File: src/rtl/rr_arb_mux_if.sv
// Handshake bundle for rr_arb_mux.
//   in_data/in_valid/in_last : N producer channels (channel i at [i*NBITS +: NBITS])
//   in_ready                 : per-channel accept, one-hot or zero
//   out_data/out_sel/out_last/out_valid : registered output word and its source
//   out_ready                : consumer accept
// master = producers + consumer side, slave = the arbitrating mux.
interface rr_arb_mux_if #(
  parameter int unsigned N     = 4,
  parameter int unsigned NBITS = 16
);
  localparam int unsigned SELW = $clog2(N);

  logic [N*NBITS-1:0] in_data;
  logic [N-1:0]       in_valid;
  logic [N-1:0]       in_last;
  logic [N-1:0]       in_ready;
  logic [NBITS-1:0]   out_data;
  logic [SELW-1:0]    out_sel;
  logic               out_last;
  logic               out_valid;
  logic               out_ready;

  modport master (
    output in_data, in_valid, in_last, out_ready,
    input  in_ready, out_data, out_sel, out_last, out_valid
  );

  modport slave (
    input  in_data, in_valid, in_last, out_ready,
    output in_ready, out_data, out_sel, out_last, out_valid
  );
endinterface

File: src/rtl/rr_arb_mux.sv
// Registered N-to-1 arbitrating multiplexer with burst locking.
//   clk, rst_n : clock, asynchronous active-low reset
//   bus        : rr_arb_mux_if slave view (N input channels, one output register)
// MODE 0 = round-robin (pointer advances past a channel on its last word),
// MODE 1 = fixed priority, lowest index wins.
module rr_arb_mux #(
  parameter int unsigned NBITS = 16,
  parameter int unsigned N     = 4,
  parameter int unsigned MODE  = 0
) (
  input logic        clk,
  input logic        rst_n,
  rr_arb_mux_if.slave bus
);
  localparam int unsigned SELW = $clog2(N);

  typedef enum logic {ST_OPEN, ST_LOCKED} state_t;

  state_t            state, state_nxt;
  logic [SELW-1:0]   ptr, lock_ch;
  logic [SELW-1:0]   gnt, idx;
  logic              gnt_valid;
  logic              can_load, xfer;
  logic [N-1:0]      ready;
  logic [NBITS-1:0]  words [N];

  logic [NBITS-1:0]  out_data_q;
  logic [SELW-1:0]   out_sel_q;
  logic              out_last_q;
  logic              out_valid_q;

  // Unpack the flat channel bus so the grant can index it directly.
  always_comb begin
    for (int unsigned i = 0; i < N; i++) begin
      words[i] = bus.in_data[i*NBITS +: NBITS];
    end
  end

  assign can_load = ~out_valid_q | bus.out_ready;
  assign xfer     = can_load & gnt_valid;

  // Lock state register.
  always_ff @(posedge clk or negedge rst_n) begin
    if (!rst_n) state <= ST_OPEN;
    else        state <= state_nxt;
  end

  // Lock next-state: a non-last word locks, a last word unlocks.
  always_comb begin
    state_nxt = state;
    if (xfer) state_nxt = bus.in_last[gnt] ? ST_OPEN : ST_LOCKED;
  end

  // Grant: locked channel, else first requester from ptr upward with wrap.
  // In fixed-priority mode ptr never moves from 0, so the scan is lowest-first.
  always_comb begin
    gnt       = '0;
    gnt_valid = 1'b0;
    idx       = '0;
    if (state == ST_LOCKED) begin
      gnt       = lock_ch;
      gnt_valid = bus.in_valid[lock_ch];
    end else begin
      for (int k = 0; k < int'(N); k++) begin
        idx = SELW'((int'(ptr) + k) % int'(N));
        if (!gnt_valid && bus.in_valid[idx]) begin
          gnt_valid = 1'b1;
          gnt       = idx;
        end
      end
    end
  end

  always_comb begin
    ready = '0;
    if (can_load && gnt_valid) ready[gnt] = 1'b1;
  end

  // Output register, burst lock channel and round-robin pointer.
  always_ff @(posedge clk or negedge rst_n) begin
    if (!rst_n) begin
      out_data_q  <= '0;
      out_sel_q   <= '0;
      out_last_q  <= 1'b0;
      out_valid_q <= 1'b0;
      lock_ch     <= '0;
      ptr         <= '0;
    end else if (xfer) begin
      out_data_q  <= words[gnt];
      out_sel_q   <= gnt;
      out_last_q  <= bus.in_last[gnt];
      out_valid_q <= 1'b1;
      if (!bus.in_last[gnt]) begin
        lock_ch <= gnt;
      end else if (MODE == 0) begin
        ptr <= SELW'((int'(gnt) + 1) % int'(N));
      end
    end else if (bus.out_ready) begin
      out_valid_q <= 1'b0;
    end
  end

  assign bus.in_ready  = ready;
  assign bus.out_data  = out_data_q;
  assign bus.out_sel   = out_sel_q;
  assign bus.out_last  = out_last_q;
  assign bus.out_valid = out_valid_q;
endmodule

File: src/flat_wrapper.sv
// flat-port wrapper written by rule: the top's interface ports become plain ports
module rr_arb_mux_flat 
#(
  parameter int unsigned NBITS = 16,
  parameter int unsigned N     = 4,
  parameter int unsigned MODE  = 0
)
  (clk, rst_n, bus_in_data, bus_in_valid, bus_in_last, bus_out_ready, bus_in_ready, bus_out_data, bus_out_sel, bus_out_last, bus_out_valid);
  rr_arb_mux_if #(.N(N), .NBITS(NBITS)) bus_i ();
  input logic clk;
  input logic rst_n;
  input wire logic [$bits(bus_i.in_data)-1:0] bus_in_data;
  input wire logic [$bits(bus_i.in_valid)-1:0] bus_in_valid;
  input wire logic [$bits(bus_i.in_last)-1:0] bus_in_last;
  input wire logic [$bits(bus_i.out_ready)-1:0] bus_out_ready;
  output wire logic [$bits(bus_i.in_ready)-1:0] bus_in_ready;
  output wire logic [$bits(bus_i.out_data)-1:0] bus_out_data;
  output wire logic [$bits(bus_i.out_sel)-1:0] bus_out_sel;
  output wire logic [$bits(bus_i.out_last)-1:0] bus_out_last;
  output wire logic [$bits(bus_i.out_valid)-1:0] bus_out_valid;
  assign bus_i.in_data = bus_in_data;
  assign bus_i.in_valid = bus_in_valid;
  assign bus_i.in_last = bus_in_last;
  assign bus_i.out_ready = bus_out_ready;
  assign bus_in_ready = bus_i.in_ready;
  assign bus_out_data = bus_i.out_data;
  assign bus_out_sel = bus_i.out_sel;
  assign bus_out_last = bus_i.out_last;
  assign bus_out_valid = bus_i.out_valid;
  rr_arb_mux #(.NBITS(NBITS), .N(N), .MODE(MODE)) u_core (.clk(clk), .rst_n(rst_n), .bus(bus_i));
endmodule
File: config.mk
export PLATFORM = sky130hd
export DESIGN_NAME = rr_arb_mux_flat
export DESIGN_NICKNAME = d
export VERILOG_FILES = /design/src/rtl/rr_arb_mux_if.sv /design/src/rtl/rr_arb_mux.sv /design/src/flat_wrapper.sv
export SDC_FILE = /design/constraint.sdc
export NUM_CORES = 1
export LEC_CHECK = 0
export ABC_AREA = 1
export BUFFER_PORTS_ARGS = -buffer_cell sky130_fd_sc_hd__buf_4
export CAP_MARGIN = 0
export CORE_MARGIN = 5
export CORE_UTILIZATION = 51
export DETAILED_ROUTE_END_ITERATION = 16
export PLACE_DENSITY = 0.94
export SETUP_SLACK_MARGIN = 0.4
export SLEW_MARGIN = 20
export SYNTH_ARGS = -nofsm -noshare
export SYNTH_HDL_FRONTEND = slang
export SYNTH_SLANG_ARGS = --single-unit
File: constraint.sdc
create_clock -name clk -period 4.1 [get_ports clk]
set_input_delay 0.82 -clock clk [delete_from_list [all_inputs] [get_ports clk]]
set_output_delay 0.82 -clock clk [all_outputs]
set_load 0.02 [all_outputs]
======== Word level (Yosys, flattened, before mapping) ========
Cells that the tools add are included.
storage, ports and cells
  flip-flop bits (word level) ............. 25
  input bits .............................. 75
  output and inout bits ................... 24
  logic and storage cells ................. 69
operators by class
  add/sub/neg operators ................... 4
  $lt $le $gt $ge ......................... 8
  mux-type cells .......................... 34
  bitwise operators ....................... 5
  reductions and logical operators ........ 11
operator list
  operator                                                                             count
  16-bit binary-select mux with 2-bit select                                           1
  16-bit two-way mux                                                                   2
  2-bit by 3-bit less-than comparator with 1-bit output, second input constant         6
  1-bit two-way mux                                                                    18
  1-bit binary-select mux with 2-bit select                                            6
  2-bit two-way mux                                                                    5
  1-bit logical AND                                                                    5
  2-bit by 1-bit adder with 2-bit output, second input constant                        2
  2-bit adder, second input constant                                                   2
  4-bit two-way mux                                                                    1
  2-bit AND reduction                                                                  2
  3-bit greater-or-equal comparator, second input constant                             1
  1-bit zero test                                                                      3
  2-bit NOT with 3-bit output                                                          1
  1-bit demux with 2-bit select                                                        1
  2-bit by 1-bit greater-or-equal comparator with 1-bit output, second input constant  1
  1-bit NOT                                                                            2
  2-bit nonzero test                                                                   1
  1-bit bitwise AND                                                                    1
  1-bit OR                                                                             1

======== Longest topological paths before layout ========
  depth in word-level cells ............... 21
  depth in mapped cells ................... 19
  depth with buffers taken out ............ 16

======== Least setup slack after synthesis ========
OpenSTA, ideal clock, no wires.
  path type ............................... input to output
  start point ............................. in bus_in_valid[3]
  end point ............................... out bus_in_ready[3]
  arrival time ............................ 2376 ps
  required time ........................... 3280 ps
  setup slack ............................. 904 ps
  stages .................................. 16
  path buffers ............................ 2
  path through ............................ inv_1 nand2_1 nand3_1 nand2_1 nor2_4 nand3_2 nand2_1 nand2_1 nand3_2 nand2_1 buf_6 buf_4 inv_1 ha_1 inv_1 nor2_1
on the way
  word-level cells in the longest chain between the ends .. 21
  elaborated cells on any way between the ends .. 36
  classes of those cells .................. 2 x order compare; 26 x mux; 8 x reduce/logical
RTL lines
  item                                                                                                                                                         RTL line            text
  start, declared                                                                                                                                              flat_wrapper.sv:13  input wire logic [$bits(bus_i.in_valid)-1:0] bus_in_valid;
  1-bit binary-select mux with 2-bit select                                                                                                                    rr_arb_mux.sv:66    if (!gnt_valid && bus.in_valid[idx]) begin
  1-bit two-way mux (not written as such)                                                                                                                      rr_arb_mux.sv:66
  1-bit two-way mux                                                                                                                                            rr_arb_mux.sv:66
  1-bit two-way mux                                                                                                                                            rr_arb_mux.sv:60    if (state == ST_LOCKED) begin
  1-bit zero test                                                                                                                                              rr_arb_mux.sv:66
  1-bit logical AND                                                                                                                                            rr_arb_mux.sv:66
  1-bit two-way mux                                                                                                                                            rr_arb_mux.sv:66
  1-bit two-way mux                                                                                                                                            rr_arb_mux.sv:60
  [... 6 more ...]                                                                                                                                             --
  2-bit two-way mux *                                                                                                                                          rr_arb_mux.sv:66
  2-bit two-way mux *                                                                                                                                          rr_arb_mux.sv:60
  net u_core.gnt[0]                                                                                                                                            rr_arb_mux.sv:21    logic [SELW-1:0] gnt, idx;
  2-bit by 3-bit less-than comparator with 1-bit output (not written as such) or 2-bit by 1-bit greater-or-equal comparator with 1-bit output (tied branches)  rr_arb_mux.sv:76    if (can_load && gnt_valid) ready[gnt] = 1'b1;
  1-bit logical AND (not written as such)                                                                                                                      rr_arb_mux.sv:76
  1-bit two-way mux (not written as such)                                                                                                                      rr_arb_mux.sv:76
  1-bit demux with 2-bit select *                                                                                                                              --
  4-bit two-way mux *                                                                                                                                          rr_arb_mux.sv:76
  end, declared                                                                                                                                                flat_wrapper.sv:16  output wire logic [$bits(bus_i.in_ready)-1:0] bus_in_ready;
Mark *: on every way through the listed nets, which the timed path passes. The rest lies on a longest branch. The select of a mux whose other input is x is not followed.

======== Worst setup path after layout ========
  start point ............................. in bus_in_valid[3]
  end point ............................... out bus_in_ready[0]
on the way
  word-level cells in the longest chain between the ends .. 21
  elaborated cells on any way between the ends .. 36
  classes of those cells .................. 2 x order compare; 26 x mux; 8 x reduce/logical
RTL lines
  item                                                                                                                                                         RTL line
  1-bit binary-select mux with 2-bit select                                                                                                                    rr_arb_mux.sv:66
  1-bit two-way mux (not written as such)                                                                                                                      rr_arb_mux.sv:66
  1-bit two-way mux                                                                                                                                            rr_arb_mux.sv:66
  1-bit two-way mux                                                                                                                                            rr_arb_mux.sv:60
  1-bit zero test                                                                                                                                              rr_arb_mux.sv:66
  1-bit logical AND                                                                                                                                            rr_arb_mux.sv:66
  1-bit two-way mux                                                                                                                                            rr_arb_mux.sv:66
  1-bit two-way mux                                                                                                                                            rr_arb_mux.sv:60
  [... 5 more ...]                                                                                                                                             --
  1-bit logical AND                                                                                                                                            rr_arb_mux.sv:66
  2-bit two-way mux                                                                                                                                            rr_arb_mux.sv:66
  2-bit two-way mux                                                                                                                                            rr_arb_mux.sv:60
  2-bit by 3-bit less-than comparator with 1-bit output (not written as such) or 2-bit by 1-bit greater-or-equal comparator with 1-bit output (tied branches)  rr_arb_mux.sv:76
  1-bit logical AND (not written as such)                                                                                                                      rr_arb_mux.sv:76
  1-bit two-way mux (not written as such)                                                                                                                      rr_arb_mux.sv:76
  1-bit demux with 2-bit select                                                                                                                                --
  4-bit two-way mux *                                                                                                                                          rr_arb_mux.sv:76
Mark *: on every way between the ends. The rest lies on a longest branch, timed or not. The select of a mux whose other input is x is not followed.

==> run summary <==
Async SR Flop Fraction -> 100%
Setup crit end kind -> output port
setup ws final -> 626 ps
CP required -> 3280 ps
syn avg cell area -> 5.93 µm²
CTS tree -> done
number of global-route vias before repair -> 2326
clock skew -> 1.39 ps
initial core utilization -> 53.0%
clk_lat worst skew -> 260 ps
yosys warns -> 0
DR vias -> 2446
main flop type after synthesis -> dfrtp_1
post-CTS setup buffers -> 0
status -> completed
DPL Wire Length -> 4800 µm
HP Class -> input pin to async pin
period utilization -> 84.7%
unrepaired setup endpoints after global routing -> no
antenna viol nets, final -> 0
Post-synth EDFFs -> 0
top cells by area, synth -> dfrtp_1 (29%), nand2_1 (27%), inv_1 (8.8%)
Arrival @ worst endpoint -> 2650 ps
top cell type's share of synthesized area -> 29.3%
Final Total Pwr -> 0.00265 W
proportion of synthesized area in mux cells -> 0%
combinational family with the most area after synthesis -> simple AND/OR/NAND/NOR gates
clock transition at the registers of the reported paths -> 80 ps
Clock Path Buffers -> 2
clock root cell -> clkbuf_8
GRT Overall Usage -> 23.1%
Clock Sinks -> 25
setup_tns -> 0 ps
max-slew violations -> 0
drt drc -> 0
Fillers -> 351
Crit Path Max Fanout -> 21
P&R area growth vs syn -> 36.0%
Synth Area in Compound Gates -> 6.57%
initial antenna violation count -> 0
share of layout cells above drive strength 1 -> 25.7%
max_cap viols -> 0
pre-CTS setup slack -> 267 ps
Worst-Margin Slew -> 731 ps
CTS H-tree depth -> 1
final net count -> 527
minimum clock period -> 3470 ps
# port buffers -> 98
# setup viols final -> 0
DR WL/cell -> 12.4 µm
die area -> 5580 µm²
post-synthesis register bit count -> 25
Placeable Area -> 4030 µm²
PD cells -> 912 nW/µm²
CP startpoint kind -> input pin
Die Wd -> 74.7 µm
total gr overflow -> 0
largest net degree at the start of global routing -> 26
Max Clk Rate -> 288 MHz
reg2reg end -> u_core.ptr[0]
Slew headroom -> 51.2%
biggest area consumer among synthesized cells -> dfrtp_1
leak pwr -> 1.74 nW
R2R Setup Slk -> 1550 ps
Antenna Cells -> 0
xor/xnor cell area share of the yosys netlist -> 0%
DR vias/cell -> 4.92
post-route cell area -> 2900 µm²
syn nets -> 439
Post-Synthesis Cells -> 360
synth cell count leaders -> nand2_1 (151), inv_1 (50), nand3_1 (35), dfrtp_1 (25), nor2_1 (24)
cts hold-fix bufs -> 0
register area share after synthesis -> 29.3%
Placement Cell Area -> 2850 µm²
final hold vios -> 0
die height -> 74.7 µm
kind of critical path -> input pin to output port
Detailed Routing Iterations Pass 1 -> 5
worst r2r path cells -> 16
synthesized cell area -> 2130 µm²
Num CTS Buffers -> 3
library cells used by synthesis -> 22
area share of fa/ha/maj cells after synthesis -> 2.34%
DRT iter0 DRCs -> 177
Post-Synth Simple-Gate Area -> 46.7%
I/O pin count -> 99
overall routed net length -> 6190 µm
first-pass GRT wire length -> 10100 µm
Worst R2R Start -> u_core.ptr[0]
most common cell in the synthesized netlist -> nand2_1
Final Wtd Congestion -> 0.837
maximum vdd drop -> 0.424 mV
Core Rows -> 23
where the power goes:
group          total (W)  switching (W)  internal [W]
registers       0.000474      0.0000947      0.000379
clock network   0.000145      0.0000755     0.0000695
logic            0.00203        0.00132      0.000706
metal layers:
| layer | routed length, µm | up-vias | part of all wire [%] | global-route usage, % |
|---|---|---|---|---|
| met1 | 2440 | 1079 | 39 | 28.4 |
| met4 | 104 | 0 | 1.7 | 7.51 |
| met2 | 3220 | 88 | 52 | 42.0 |
| met5 | 0 | - | 0 | 0 |
| li1 | - | 1269 | - | - |
| met3 | 422 | 10 | 6.8 | 2.54 |
what timing repair did:
| item | in CTS | in global routing |
|---|---|---|
| resized for setup | 1 | 2 |
| setup endpoints to repair | 4 | 4 |
| pin swaps | 0 | 0 |
| cloned | 0 | 0 |
| hold endpoints to repair | 0 | 0 |
area by class of cell:
| class | count | area (µm²) | share of cell area (%) |
|---|---|---|---|
| repair buffers | 102 | 766 | 26.4 |
| flip-flops and latches | 25 | 626 | 21.6 |
| clock buffers | 4 | 45.0 | 1.55 |
| well taps | 50 | 62.6 | 2.16 |
| multi-input cells | 262 | 1200 | 41.2 |
| inverters | 54 | 208 | 7.16 |
kinds of logic after synthesis:
kind of cell / after synthesis
adder cells (fa/ha/maj): 4
buffers and inverters: 73
AND/OR/NAND/NOR: 231
flip-flops: 25
AO/OA/AOI/OAI: 27
cell usage in the layout (no fill, tap or decap):
master    instances
a21oi_1           1
buf_4           102
clkbuf_1          1
clkbuf_8          3
dfrtp_1          25
ha_1              4
inv_1            50
inv_2             2
inv_4             2
nand2_1         150
nand2_2           2
nand3_1          35
nand3_2           2
nand3b_1         16
nand4_1           1
nor2_1           23
nor2_4            2
o211ai_1          1
o21ai_0           6
o21ai_1          18
o31ai_1           1
state kept, by name (all words and copies together), names as in the netlist:
name                  count
u_core.state              1
u_core.ptr                2
u_core.bus.out_sel        2
u_core.bus.out_data      16
u_core.lock_ch            2
u_core.bus.out_valid      1
u_core.bus.out_last       1
worst max-delay path: stages:
cell,delay [ps]
buf_4,120
inv_1,40
nand2_1,50
nand3_1,120
nand2_1,110
nor2_4,140
nand2_1,80
o21ai_1,110
inv_1,50
nand2_1,60
nand2_1,70
inv_2,310
ha_1,220
inv_1,50
nor2_1,140
buf_4,170
how the worst max path moves through the flow:
stage / cells past startpoint / endpoint / start
6_report: 16 / bus_in_ready[0] / bus_in_valid[3]
5_1_grt: 16 / bus_in_ready[0] / bus_in_valid[3]
4_1_cts: 12 / bus_in_ready[0] / bus_in_valid[3]
3_5_place_dp: 12 / bus_in_ready[0] / bus_in_valid[3]
3_3_place_gp: 12 / bus_in_ready[2] / bus_in_valid[3]
2_1_floorplan: 16 / bus_in_ready[3] / bus_in_valid[3]
metrics by stage:
stage | utilization (%) | instances | hold WS [ps]
after CTS | 72.0 | 497 | 445
after global placement | 70.7 | 493 | 464
after global routing | 72.0 | 497 | 458
final | 72.0 | 497 | 436
after detailed placement | 70.7 | 493 | 467
after floorplan | - | 360 | 458
(Power assumes the default switching activity.)
